<file path="src/rtl/uart_alu_ctrl.sv">
// Sequencer that gathers operand A, operand B and opcode bytes from the UART receiver,
// presents them to the ALU, and hands the captured result to the UART transmitter.
module uart_alu_ctrl #(
    parameter int NBIT_DATA = 8,
    parameter int NBIT_OP   = 6
) (
    input  logic                 clk,
    input  logic                 reset,
    input  logic                 rx_done_tick,
    input  logic [NBIT_DATA-1:0] rx_data,
    input  logic [NBIT_DATA-1:0] alu_result,
    input  logic                 tx_done_tick,
    output logic [NBIT_DATA-1:0] alu_a,
    output logic [NBIT_DATA-1:0] alu_b,
    output logic [NBIT_OP-1:0]   alu_op,
    output logic                 tx_start,
    output logic [NBIT_DATA-1:0] tx_data,
    output logic                 busy,
    output logic                 overrun
);

    typedef enum logic [2:0] {
        WAIT_A  = 3'd0,
        WAIT_B  = 3'd1,
        WAIT_OP = 3'd2,
        EXEC    = 3'd3,
        SEND    = 3'd4
    } state_t;

    state_t               state_r;
    state_t               state_next_s;
    logic                 rx_q_r;
    logic                 done_q_r;
    logic                 rx_rise_s;
    logic                 done_rise_s;
    logic [NBIT_DATA-1:0] alu_a_r;
    logic [NBIT_DATA-1:0] alu_a_next_s;
    logic [NBIT_DATA-1:0] alu_b_r;
    logic [NBIT_DATA-1:0] alu_b_next_s;
    logic [NBIT_OP-1:0]   alu_op_r;
    logic [NBIT_OP-1:0]   alu_op_next_s;
    logic [NBIT_DATA-1:0] tx_data_r;
    logic [NBIT_DATA-1:0] tx_data_next_s;
    logic                 tx_start_r;
    logic                 tx_start_next_s;
    logic                 busy_r;
    logic                 busy_next_s;
    logic                 overrun_r;
    logic                 overrun_next_s;

    // Both handshake inputs are levels; only their rising edges are events.
    assign rx_rise_s   = rx_done_tick & ~rx_q_r;
    assign done_rise_s = tx_done_tick & ~done_q_r;

    // Next-state and next-register computation for the byte-collect / execute / send sequence.
    always_comb begin
        state_next_s    = state_r;
        alu_a_next_s    = alu_a_r;
        alu_b_next_s    = alu_b_r;
        alu_op_next_s   = alu_op_r;
        tx_data_next_s  = tx_data_r;
        tx_start_next_s = tx_start_r;
        overrun_next_s  = overrun_r;

        case (state_r)
            WAIT_A: begin
                if (rx_rise_s) begin
                    alu_a_next_s = rx_data;
                    state_next_s = WAIT_B;
                end else begin
                    state_next_s = WAIT_A;
                end
            end
            WAIT_B: begin
                if (rx_rise_s) begin
                    alu_b_next_s = rx_data;
                    state_next_s = WAIT_OP;
                end else begin
                    state_next_s = WAIT_B;
                end
            end
            WAIT_OP: begin
                if (rx_rise_s) begin
                    alu_op_next_s = rx_data[NBIT_OP-1:0];
                    state_next_s  = EXEC;
                end else begin
                    state_next_s = WAIT_OP;
                end
            end
            EXEC: begin
                // Operands have been stable for a full cycle, so the ALU output is settled.
                tx_data_next_s  = alu_result;
                tx_start_next_s = 1'b1;
                state_next_s    = SEND;
                if (rx_rise_s) begin
                    overrun_next_s = 1'b1;
                end else begin
                    overrun_next_s = overrun_r;
                end
            end
            SEND: begin
                if (done_rise_s) begin
                    tx_start_next_s = 1'b0;
                    state_next_s    = WAIT_A;
                end else begin
                    tx_start_next_s = 1'b1;
                    state_next_s    = SEND;
                end
                if (rx_rise_s) begin
                    overrun_next_s = 1'b1;
                end else begin
                    overrun_next_s = overrun_r;
                end
            end
            default: begin
                tx_start_next_s = 1'b0;
                state_next_s    = WAIT_A;
            end
        endcase

        busy_next_s = (state_next_s != WAIT_A);
    end

    // State, datapath and output registers; asynchronous active-low reset.
    always_ff @(posedge clk or negedge reset) begin
        if (!reset) begin
            state_r    <= WAIT_A;
            rx_q_r     <= 1'b0;
            done_q_r   <= 1'b0;
            alu_a_r    <= {NBIT_DATA{1'b0}};
            alu_b_r    <= {NBIT_DATA{1'b0}};
            alu_op_r   <= {NBIT_OP{1'b0}};
            tx_data_r  <= {NBIT_DATA{1'b0}};
            tx_start_r <= 1'b0;
            busy_r     <= 1'b0;
            overrun_r  <= 1'b0;
        end else begin
            state_r    <= state_next_s;
            rx_q_r     <= rx_done_tick;
            done_q_r   <= tx_done_tick;
            alu_a_r    <= alu_a_next_s;
            alu_b_r    <= alu_b_next_s;
            alu_op_r   <= alu_op_next_s;
            tx_data_r  <= tx_data_next_s;
            tx_start_r <= tx_start_next_s;
            busy_r     <= busy_next_s;
            overrun_r  <= overrun_next_s;
        end
    end

    assign alu_a    = alu_a_r;
    assign alu_b    = alu_b_r;
    assign alu_op   = alu_op_r;
    assign tx_data  = tx_data_r;
    assign tx_start = tx_start_r;
    assign busy     = busy_r;
    assign overrun  = overrun_r;

endmodule

</file>
<file path="config.mk">
export PLATFORM = sky130hd
export DESIGN_NAME = uart_alu_ctrl
export DESIGN_NICKNAME = d
export VERILOG_FILES = /design/src/rtl/uart_alu_ctrl.sv
export SDC_FILE = /design/constraint.sdc
export NUM_CORES = 1
export LEC_CHECK = 0
export ABC_AREA = 1
export CELL_PAD_IN_SITES_DETAIL_PLACEMENT = 1
export CELL_PAD_IN_SITES_GLOBAL_PLACEMENT = 1
export CORE_UTILIZATION = 31
export CTS_BUF_LIST = sky130_fd_sc_hd__clkbuf_16
export DETAILED_ROUTE_END_ITERATION = 8
export HOLD_SLACK_MARGIN = 0.06
export PLACE_DENSITY = 0.78
export SLEW_MARGIN = 0
export SYNTH_ARGS = -nofsm -noshare
export SYNTH_HDL_FRONTEND = slang
export SYNTH_SLANG_ARGS = --single-unit
</file>
<file path="constraint.sdc">
create_clock -name clk -period 1.1 [get_ports clk]
set_input_delay 0.22 -clock clk [delete_from_list [all_inputs] [get_ports clk]]
set_output_delay 0.22 -clock clk [all_outputs]
set_load 0.02 [all_outputs]
</file>
* Word-level counts from Yosys, hierarchy flattened
Cells that the tools add are included.
** Word-level totals
- Register bits :: 38
- Bits of input ports :: 20
- Output and inout port bits :: 33
- Logic and storage cells :: 33
** Cells by class
- Equal/unequal tests :: 4
- Mux-type cells :: 7
- Bitwise gates (word level) :: 4
- Reductions and logical operators :: 8
** Operator list (count)
- $pmux W3 S5 :: 1
- $reduce_and A2 Y1 :: 4
- $eq A3 B2 Y1 const B :: 2
- $eq A3 B1 Y1 const B :: 1
- $eq A3 B3 Y1 const B :: 1
- $logic_not A3 Y1 :: 1
- $mux W1 :: 3
- $mux W3 :: 1
- $pmux W1 S3 :: 1
- $reduce_bool A3 Y1 :: 1
- $reduce_or A3 Y1 :: 1
- $and A1 B1 Y1 :: 2
- $mux W2 :: 1
- $not A1 Y1 :: 2
- $reduce_or A2 Y1 :: 1

* Longest topological paths before layout
Gate-level depths: netlist (run 1).
- Depth in word-level cells :: 5
- Depth in mapped cells :: 7
- Depth with buffers taken out :: 6

* Worst setup path before layout (run 1)
No wires, ideal clock.
- Path kind :: register to register
- Start point :: reg state_r[0]
- End point :: reg alu_a_r[6], in the netlist alu_a[6]
- Library setup time :: 0.118 ns
- Data arrival time :: 1.022 ns
- Data required time :: 0.982 ns
- Setup slack :: -0.040 ns
- Cell stages (with the launch flop) :: 7
- Path buffers :: 2
- Period minus slack after synthesis :: 1.140 ns
- Cell sequence :: dfrtp_1 -> buf_6 -> nor2_2 -> nand3_4 -> buf_6 -> nand2_1 -> o21ai_2
** On the way
- Word-level cells in the longest chain between the ends :: 2
** RTL lines
- start, declared :: line 30 : state_t state_r;
- start signal, assigned :: line 138 : state_r <= state_next_s;
- $logic_not A3 Y1 :: line 65 : case (state_r)
- $reduce_and A2 Y1 (no source line)
- end signal, assigned :: line 130 : alu_a_r <= {NBIT_DATA{1'b0}};
- end signal, assigned :: line 141 : alu_a_r <= alu_a_next_s;
- end, declared :: line 36 : logic [NBIT_DATA-1:0] alu_a_r;
No other way between the ends.
A chain may end at the register's enable or synchronous reset.

* Worst setup path in the final report (run 1)
- Start point :: reg state_r[2]
- End point :: reg alu_op_r[2], in the netlist alu_op[2]
** On the way
- Word-level cells in the longest chain between the ends :: 2
** RTL lines
- $eq A3 B2 Y1 :: line 65
- $reduce_and A2 Y1 (no source line)
- end signal, assigned :: line 132 : alu_op_r <= {NBIT_OP{1'b0}};
- end signal, assigned :: line 143 : alu_op_r <= alu_op_next_s;
- end, declared :: line 40 : logic [NBIT_OP-1:0] alu_op_r;
No other way between the ends.

==> results.md, run 1 <==
* Syn Nets at 172
* Crit path arrival time at between 1000 and 1500 ps
* Fin worst setup slack at -78.9 ps
* Min cycle time layout at 1180 ps
* Slew margin rel. at 79.9%
* CTS Sinks at 38
* Crit Path Max Fanout at 6
* Congestion Overflow GR at 0
* Final nets at about 250
* Leak at 1.28 nW
* RSZ-0062 raised after global routing: yes
* DP Wirelength at approximately 2700 um
* Peak supply drop at roughly 1.1 mV
* Failing checks: setup timing
* Final hold vios at 0
* # DRC at 0
* # diodes at 0
* Via density at 4.35
* Count of cell types in the netlist at 18
* WL final at 4450 um
* Status: finished with violations
* Mean area per synthesized cell at 10.6 um^2
* Worst-Skew Late Latency at roughly 280 ps
* Hold_ws at 365 ps
* Final setup viols at 30
* Share of layout cells above drive strength 1 at 54.3%
* Vias in the first global route at ~1400
* Pre-antenna DRT Iters at 4
* H-tree depth at 2
* Die Height at around 74 um
* Worst setup SP type: register
* Clk slew on worst S/H paths at roughly 50 ps
* Initial antenna violation count at 0
* Worst setup path class: reg -> reg
* Worst hold path type: in -> async
* Worst Tran Pin Value at 301 ps
* Num rows at 25
* Crit path capture type: register
* WL/cell at 14.9 um
* Design area at 2500 um^2
* DIE WIDTH at 74.1 um
* Port bufs at 52
* CTS tree: yes
* Total CTS buffers at 5
* Finished Layout Cells at approximately 300
* Max-cap viol count at 0
* Initial Util at 33.2%
* Clk_skew at 2.20 ps
* Placer Congestion at 0.762
* Core Box Area at about 4800 um^2
* Power per Cell Area at 3040 nW/um^2
* Clk Tree Root Cell: clkbuf_16
* Full die area at 5490 um^2
* Via count at between 1000 and 1500
* I/O pins at 53
* WP data required at 1270 ps
* Syn Std Cell Area at 1610 um^2
* Maximum clock frequency at 0.848 GHz
* Seq/Total Area, Yosys at between 50 and 60%
* Placed cells at 284
* Slew Viols, Final at 0
* Area delta synth->final at 55.3%
* Bufs on Longest Clock Path at 2
* Total track usage at 17.7%
* Tcrit/Tclk final at 107%
* Dpl cell area at 2300 um^2
* Post-Syn Instances at about 150
* Initial DRC Count at 70
* First-pass GRT wire length at 6850 um
* DRT antenna net count at 0
* Pin count of the biggest net entering global routing at 29
* Seq cells post-synth at 38
* Synthesis Warnings at 0
path summary, 6_finish.rpt:
path                               from    endpoint  slack [ps]  depth (start not counted)
hold / removal                    reset    alu_b[4]         360                          2
setup / recovery             state_r[2]   alu_op[2]         -80                          4
max in group asynchronous         reset  state_r[2]         290                          3
hold reg to reg                alu_a[1]    alu_a[1]         470                          2
setup reg to reg             state_r[2]   alu_op[2]         -80                          4
min in group clk           tx_done_tick    done_q_r         400                          1
synthesized netlist by cell type, drive strengths merged:
cell type | instances | area share [%]
o21ai | 30 | 14
buf | 5 | 4.0
a21o | 1 | 0.47
nor3 | 1 | 1.0
nor2 | 4 | 1.1
nand2 | 41 | 11
dfrtp | 38 | 59
nand3 | 7 | 3.6
inv | 25 | 5.8
worst max-delay path: stages, from the launching register on:
cell and delay (ps):
dfrtp_2 440, nor3_4 320, nand2_4 160, nand2_2 90, o21ai_2 50
final cells by class:
class	instances	area, um^2
multi-input combinational	87	644
sequential	38	953
timing repair buffer	75	581
fill	554	2350
clock buffer	5	125
inverter	25	106
tap	67	83.8
clock inverter	2	7.51
routing by layer:
layer | global-route usage (%) | part of all wire (%)
met4 | 8.97 | 2.2
met5 | 0 | 0
met3 | 4.07 | 3.9
met1 | 21.0 | 41
met2 | 29.9 | 53
through the flow:
step                      power, mW  worst slack (ps)  TNS, ps  utilization (%)
after floorplan                4.35             -20.8    -86.6                -
after global placement         6.02              -398   -10350             47.4
after detailed placement       6.14              -433   -11400             47.4
after CTS                      7.35             -69.2    -1290             49.7
after global routing           8.03              -145    -3270             51.6
final                          7.59             -78.9    -1360             51.6
flip-flops by register name, summed over array words and instances (netlist names):
| name | count |
|---|---|
| alu_a | 8 |
| alu_b | 8 |
| alu_op | 6 |
| busy | 1 |
| done_q_r | 1 |
| overrun | 1 |
| rx_q_r | 1 |
| state_r | 3 |
| tx_data | 8 |
| tx_start | 1 |
kinds of logic after synthesis:
| logic type | synth area share [%] |
|---|---|
| AOI/OAI and AO/OA | 14.5 |
| buffers and inverters | 9.87 |
| DFF | 59.1 |
| and+or+nand+nor | 16.6 |
placed cells by master, fill, tap and decap left out, types with 4 or more instances in the layout:
cell | synthesis | routed
clkdlybuf4s50_1 | 0 | 18
buf_6 | 4 | 4
nand2_1 | 34 | 13
buf_4 | 0 | 16
nand2_4 | 1 | 4
buf_2 | 0 | 33
o21ai_2 | 20 | 21
nand3_1 | 4 | 4
clkbuf_16 | 0 | 6
dfrtp_1 | 38 | 36
o21ai_1 | 2 | 9
nand2_2 | 6 | 24
inv_1 | 21 | 22
power breakdown:
group	internal, mW	switching (mW)	total (mW)	leakage [nW]
Sequential	2.04	0.465	2.50	0.470
Combinational	1.58	2.17	3.76	0.742
Clock	0.809	0.523	1.33	0.0723
what timing repair did:
action,in CTS,in global routing
resized for setup,157,28
pin swaps,4,5
gates cloned,3,1
endpoints found under the hold margin,10,0
hold buffers,1,0
setup buffers,2,1
setup endpoints to repair,67,36
Power figures use the tool's default switching activity.
==> run 2: changes to the inputs <==
--- a/config.mk
+++ b/config.mk
@@ -6,12 +6,13 @@
 export NUM_CORES = 1
 export LEC_CHECK = 0
 export ABC_AREA = 1
+export ABC_CLOCK_PERIOD_IN_PS = 1100
 export CELL_PAD_IN_SITES_DETAIL_PLACEMENT = 1
 export CELL_PAD_IN_SITES_GLOBAL_PLACEMENT = 1
 export CORE_UTILIZATION = 31
 export CTS_BUF_LIST = sky130_fd_sc_hd__clkbuf_16
 export DETAILED_ROUTE_END_ITERATION = 8
-export HOLD_SLACK_MARGIN = 0.06
+export HOLD_SLACK_MARGIN = 0.03
 export PLACE_DENSITY = 0.78
 export SLEW_MARGIN = 0
 export SYNTH_ARGS = -nofsm -noshare
==> results of run 2 <==
The final DEF is identical to that of run 1; final timing and power are the same.
==> run 3: changes to the inputs <==
--- a/config.mk
+++ b/config.mk
@@ -7,6 +7,7 @@
 export LEC_CHECK = 0
 export ABC_AREA = 1
 export ABC_CLOCK_PERIOD_IN_PS = 1100
+export CAP_MARGIN = 20
 export CELL_PAD_IN_SITES_DETAIL_PLACEMENT = 1
 export CELL_PAD_IN_SITES_GLOBAL_PLACEMENT = 1
 export CORE_UTILIZATION = 31
==> results of run 3 <==
The final DEF is identical to that of run 1; final timing and power are the same.
